[src/rtl/vertexinput_axil_frontend.sv]
// AXI-Lite slave front end for the vertex-input register slices: decodes one
// transaction at a time into one-hot write/read pulses and returns the response.
module vertexinput_axil_frontend #(
    parameter int unsigned ADDR_WIDTH = 12,
    parameter int unsigned DATA_WIDTH = 32,
    parameter int unsigned NUM_REGS   = 8
) (
    input  logic                           clk,
    input  logic                           rst,
    input  logic                           s_awvalid,
    output logic                           s_awready,
    input  logic [ADDR_WIDTH-1:0]          s_awaddr,
    input  logic                           s_wvalid,
    output logic                           s_wready,
    input  logic [DATA_WIDTH-1:0]          s_wdata,
    input  logic [DATA_WIDTH/8-1:0]        s_wstrb,
    output logic                           s_bvalid,
    input  logic                           s_bready,
    output logic [1:0]                     s_bresp,
    input  logic                           s_arvalid,
    output logic                           s_arready,
    input  logic [ADDR_WIDTH-1:0]          s_araddr,
    output logic                           s_rvalid,
    input  logic                           s_rready,
    output logic [DATA_WIDTH-1:0]          s_rdata,
    output logic [1:0]                     s_rresp,
    output logic [NUM_REGS-1:0]            mem_w_req,
    output logic [DATA_WIDTH-1:0]          mem_w_data,
    output logic [NUM_REGS-1:0]            mem_r_req,
    input  logic [NUM_REGS*DATA_WIDTH-1:0] mem_r_data_local
);

    localparam int unsigned IDX_W  = ADDR_WIDTH - 2;
    localparam int unsigned STRB_W = DATA_WIDTH / 8;
    localparam logic [1:0]  RESP_OKAY   = 2'b00;
    localparam logic [1:0]  RESP_SLVERR = 2'b10;

    typedef enum logic [2:0] {
        IDLE, WR_ISSUE, WR_RESP, RD_ISSUE, RD_CAPT, RD_RESP
    } state_t;

    state_t                r_state;
    logic                  r_aw_vld;
    logic                  r_w_vld;
    logic                  r_rr_rd;
    logic [ADDR_WIDTH-1:0] r_awaddr;
    logic [ADDR_WIDTH-1:0] r_araddr;
    logic [STRB_W-1:0]     r_wstrb;

    logic                  w_idle;
    logic                  w_aw_hs;
    logic                  w_w_hs;
    logic                  w_ar_hs;
    logic                  w_wr_rdy;
    logic                  w_wr_ok;
    logic [ADDR_WIDTH-1:0] w_wr_addr;
    logic [STRB_W-1:0]     w_wr_strb;
    logic [DATA_WIDTH-1:0] w_rd_slice;

    function automatic logic addr_ok(input logic [ADDR_WIDTH-1:0] a);
        return (a[1:0] == 2'b00) && (a[ADDR_WIDTH-1:2] < IDX_W'(NUM_REGS));
    endfunction

    function automatic logic [NUM_REGS-1:0] onehot(input logic [ADDR_WIDTH-1:0] a);
        return addr_ok(a) ? (NUM_REGS'(1) << a[ADDR_WIDTH-1:2]) : '0;
    endfunction

    // AR is held off when a complete write arrives this cycle and the write holds priority
    assign w_idle    = (r_state == IDLE);
    assign s_awready = w_idle && !r_aw_vld;
    assign s_wready  = w_idle && !r_w_vld;
    assign s_arready = w_idle && !r_aw_vld && !r_w_vld && !(s_awvalid && s_wvalid && !r_rr_rd);

    assign w_aw_hs   = s_awvalid && s_awready;
    assign w_w_hs    = s_wvalid && s_wready;
    assign w_ar_hs   = s_arvalid && s_arready;
    assign w_wr_rdy  = (r_aw_vld || w_aw_hs) && (r_w_vld || w_w_hs);
    assign w_wr_addr = r_aw_vld ? r_awaddr : s_awaddr;
    assign w_wr_strb = r_w_vld ? r_wstrb : s_wstrb;
    assign w_wr_ok   = addr_ok(w_wr_addr) && (&w_wr_strb);

    // Slice mux for the latched read address
    always_comb begin
        w_rd_slice = '0;
        for (int i = 0; i < int'(NUM_REGS); i++) begin
            if (r_araddr[ADDR_WIDTH-1:2] == IDX_W'(i))
                w_rd_slice = mem_r_data_local[i*DATA_WIDTH +: DATA_WIDTH];
        end
    end

    always_ff @(posedge clk) begin
        if (rst) begin
            r_state    <= IDLE;
            r_aw_vld   <= 1'b0;
            r_w_vld    <= 1'b0;
            r_rr_rd    <= 1'b1;
            r_awaddr   <= '0;
            r_araddr   <= '0;
            r_wstrb    <= '0;
            s_bvalid   <= 1'b0;
            s_bresp    <= RESP_OKAY;
            s_rvalid   <= 1'b0;
            s_rresp    <= RESP_OKAY;
            s_rdata    <= '0;
            mem_w_req  <= '0;
            mem_w_data <= '0;
            mem_r_req  <= '0;
        end else begin
            mem_w_req <= '0;
            mem_r_req <= '0;
            case (r_state)
                IDLE: begin
                    if (w_aw_hs) begin
                        r_aw_vld <= 1'b1;
                        r_awaddr <= s_awaddr;
                    end
                    if (w_w_hs) begin
                        r_w_vld    <= 1'b1;
                        mem_w_data <= s_wdata;
                        r_wstrb    <= s_wstrb;
                    end
                    if (w_ar_hs) begin
                        r_araddr  <= s_araddr;
                        mem_r_req <= onehot(s_araddr);
                        r_rr_rd   <= !r_rr_rd;
                        r_state   <= RD_ISSUE;
                    end else if (w_wr_rdy) begin
                        mem_w_req <= w_wr_ok ? onehot(w_wr_addr) : '0;
                        r_rr_rd   <= !r_rr_rd;
                        r_state   <= WR_ISSUE;
                    end
                end
                WR_ISSUE: begin
                    s_bvalid <= 1'b1;
                    s_bresp  <= (addr_ok(r_awaddr) && (&r_wstrb)) ? RESP_OKAY : RESP_SLVERR;
                    r_state  <= WR_RESP;
                end
                WR_RESP: begin
                    if (s_bready) begin
                        s_bvalid <= 1'b0;
                        r_aw_vld <= 1'b0;
                        r_w_vld  <= 1'b0;
                        r_state  <= IDLE;
                    end
                end
                RD_ISSUE: r_state <= RD_CAPT;
                RD_CAPT: begin
                    s_rvalid <= 1'b1;
                    s_rdata  <= addr_ok(r_araddr) ? w_rd_slice : '0;
                    s_rresp  <= addr_ok(r_araddr) ? RESP_OKAY : RESP_SLVERR;
                    r_state  <= RD_RESP;
                end
                RD_RESP: begin
                    if (s_rready) begin
                        s_rvalid <= 1'b0;
                        r_state  <= IDLE;
                    end
                end
                default: r_state <= IDLE;
            endcase
        end
    end

endmodule
[config.mk]
export PLATFORM = sky130hd
export DESIGN_NAME = vertexinput_axil_frontend
export DESIGN_NICKNAME = d
export VERILOG_FILES = /design/src/rtl/vertexinput_axil_frontend.sv
export SDC_FILE = /design/constraint.sdc
export NUM_CORES = 1
export LEC_CHECK = 0
export ABC_AREA = 1
export BUFFER_PORTS_ARGS = -buffer_cell sky130_fd_sc_hd__buf_2
export CORE_AREA = 3 3 158 160
export CTS_BUF_LIST = sky130_fd_sc_hd__clkbuf_4
export CTS_CLUSTER_DIAMETER = 50
export DETAILED_ROUTE_END_ITERATION = 10
export DIE_AREA = 0 0 161 163
export GPL_ROUTABILITY_DRIVEN = 0
export PLACE_DENSITY = 0.57
export SETUP_SLACK_MARGIN = 0.5
export SLEW_MARGIN = 15
export SYNTH_ARGS = -nofsm -noshare
export SYNTH_HDL_FRONTEND = slang
export SYNTH_SLANG_ARGS = --single-unit
[constraint.sdc]
create_clock -name clk -period 2.15 [get_ports clk]
set_input_delay 0.1075 -clock clk [delete_from_list [all_inputs] [get_ports clk]]
set_output_delay 0.1075 -clock clk [all_outputs]
set_load 0.1 [all_outputs]
==> flow_summary.ini <==
[timing]
setup_slack_ns = 0.315
finalSetupViolations = 0
worstMarginPinSlew_ns = 0.561
slew_headroom_pct = 62.8
finalCritPeriodShare_pct = 85.3
grt_setup_unrepaired = yes
final_max_slew_viol_count = 0
fin_skew_ns = 0.0254
whs_ns = 0.0506
max_freq_ghz = 0.545
hold_violations = 0
min_period_ns = 1.83

[yosys]
synth.distinct_cells = 36
synth_area_per_cell_sq_um = 6.44
synth-compound-area-share_pct = 17.5
yosys.area_share.simple_pct = 36.3
synthFlopType = dfxtp_1
ys_warn_count = 0
synth_area_sq_um = 6440
async_flop_share_pct = 0
synth_top_family_by_area = simple AND/OR/NAND/NOR gates
synth-seq-cells = 118
synth-seq-area-share_pct = 36.7
post_synth_mux_area_share_pct = 0
synth-adder-area-share_pct = 0
synth-edff-count = 0
synth-xor-area-share_pct = 0
syn_inst = 1000

[clock_network]
cts_tree = yes
clock_path_buffers = 2
numCtsBuffers = 17
cts_max_level = 4
cts.sinks = 118
ctsRootBufferMaster = clkbuf_4
path_clk_slew_ns = 0.13
clock_latency_ns = 0.53

[cells_and_area]
fin_nets = 1969
fillerInstances = 2207
syn_to_final_growth_pct = 96.9
drive_gt1_share_pct = 40.2
fin_area_sq_um = 12700

[floorplan]
ios = 412
dieArea_sq_um = 26200
rows = 56
die_y_microns = 163
core_area_sq_um = 23500
initial_core_util_pct = 27.4
die_x_microns = 161

[job]
cap_violations = 0

[setup_path]
cp-end-kind = flip-flop
worstPathMaxFanout = 7
worstPathRequired_ns = 2.60
worstSetupPathType = flip-flop to flip-flop
start_kind = flip-flop
cp.arrival_ns = 2.28

[grt]
grt-ovfl-total = 0
grt_max_degree = 68
grt_pass1_vias = 9980
grt_pass1_wl_microns = 55000
antenna_found_initial = 8
grt_usage_pct = 27.0

[status]
outcome = finished, final reports clean

[pwr]
peakVddDrop_v = 0.00117
power.density_nw_per_um2 = 1110
leakage_nw = 6.15

[drt]
initialDrtViolationCount = 968
via_per_inst = 5.09
vias = 10103
drcViolationCount = 0
wirelength_microns = 39600
antenna_left = 0
routedWlPerCell_microns = 19.9
drtPass1Iterations = 6

[place]
dp_slack_ns = 0.124
postPlaceCellArea_sq_um = 8910
dp_hpwl_microns = 25400
port_buffers = 409

[min_path]
min_path_type = input port to flip-flop
[placed cells by master, fill, tap and decap left out, types with 6 or more instances in the layout]
cell	synthesis	routed
o21ai_1	20	25
buf_12	0	19
nand2_1	196	180
clkbuf_16	0	10
nand2_4	0	11
nand3_2	1	11
nand3_1	112	100
nor2_1	143	120
a21oi_4	0	6
o21ai_0	83	73
dfxtp_1	118	106
dfxtp_2	0	9
buf_4	8	46
buf_2	24	406
nand4_1	38	38
dlygate4sd3_1	0	185
a21oi_2	8	18
a21oi_1	94	78
diode_2	0	8
inv_1	70	63
buf_6	3	15
nand2_2	4	9
nor2_4	3	23
nor2_2	6	9
buf_16	0	7
nor3_1	8	8
clkbuf_4	0	17
[through the flow]
stage / total power, mW / utilization (%) / setup TNS (ns) / instances
finish: 14.0 / 53.9 / 0 / 1985
global route: 14.7 / 53.9 / 0 / 1984
CTS: 12.6 / 50.1 / 0 / 1943
detailed placement: 9.62 / 37.8 / 0 / 1691
global placement: 9.57 / 37.8 / 0 / 1691
floorplan: 7.79 / - / -0.347 / 1001
[power breakdown]
part	switching (mW)	internal, mW
registers	0.325	2.67
clock network	0.946	0.694
logic	6.03	3.38
total	7.30	6.74
[final cells by class]
type,instances,area [sq um],share of cell area [%]
antenna,8,20.0,0.158
clock inverter,14,151,1.19
timing repair buffer,690,5250,41.4
inverter,76,344,2.71
sequential,118,2380,18.8
multi-input combinational,743,4000,31.6
tap,319,399,3.15
clock buffer,17,128,1.01
[final timing paths]
check | from | end | slack [ns] | cells past startpoint
max reg2reg | r_araddr[8]$_SDFFE_PP0P_ | s_rdata[21]$_SDFFE_PP0P_ | 0.32 | 14
min reg2reg | s_rdata[31]$_SDFFE_PP0P_ | s_rdata[31]$_SDFFE_PP0P_ | 0.47 | 2
max | r_araddr[8]$_SDFFE_PP0P_ | s_rdata[21]$_SDFFE_PP0P_ | 0.32 | 14
min | mem_r_data_local[75] | s_rdata[11]$_SDFFE_PP0P_ | 0.05 | 7
[sequential cells by signal, indices dropped and copies added, names as in the netlist]
signal,flops
mem_w_data,32
s_rdata,32
r_araddr,12
r_awaddr,12
mem_r_req,8
mem_w_req,8
r_wstrb,4
r_state,3
r_aw_vld,1
r_rr_rd,1
r_w_vld,1
s_bresp,1
s_bvalid,1
s_rresp,1
s_rvalid,1
[kinds of logic (layout without fill, tap and decap cells)]
kind of cell           Yosys count  in the layout
other                            1             10
AOI/OAI and AO/OA              214            214
DFF                            118            118
buffers and inverters          141            797
and+or+nand+nor                526            527
[Yosys cell counts (2+ instances only)]
cell type | count | area [sq um]
a21oi_1 | 94 | 470
a21oi_2 | 8 | 70.1
buf_1 | 8 | 30.0
buf_2 | 24 | 120
buf_4 | 8 | 60.1
buf_6 | 3 | 33.8
clkbuf_1 | 22 | 82.6
dfxtp_1 | 118 | 2360
inv_1 | 70 | 263
inv_2 | 5 | 18.8
nand2_1 | 196 | 736
nand2_2 | 4 | 25.0
nand3_1 | 112 | 561
nand3b_1 | 3 | 22.5
nand4_1 | 38 | 238
nor2_1 | 143 | 537
nor2_2 | 6 | 37.5
nor2_4 | 3 | 33.8
nor3_1 | 8 | 40.0
nor3b_1 | 2 | 15.0
nor4_1 | 4 | 25.0
o2111ai_1 | 3 | 26.3
o21ai_0 | 83 | 415
o21ai_1 | 20 | 100
o22ai_1 | 2 | 12.5
o31ai_1 | 2 | 15.0
or2_2 | 2 | 12.5
[critical path, stage by stage (launching register included)]
cell and delay, ns:
dfxtp_2 0.35, nor2_4 0.13, nand2_4 0.10, buf_12 0.14
nor2_4 0.13, nand2_4 0.08, inv_8 0.10, buf_12 0.12
buf_16 0.14, nand2_1 0.05, nand3_1 0.07, a21oi_1 0.06
nand4_1 0.09, nand2_1 0.09, a21oi_2 0.12
[repair_timing]
| action | CTS | global route |
|---|---|---|
| buffers inserted | 28 | 22 |
| endpoints found under the setup margin | 55 | 102 |
| gates cloned | 8 | 12 |
| hold endpoints to repair | 113 | 0 |
| hold buffers | 185 | 0 |
| resized for setup | 95 | 118 |
| pin swaps | 28 | 61 |
[layer usage]
metal	up-vias	wire, microns	global-route usage [%]
li1	4643	-	-
met1	4628	14000	29.0
met2	674	19500	47.3
met3	156	3900	8.47
met4	2	2160	15.2
met5	-	7	0
(Power assumes the default switching activity.)
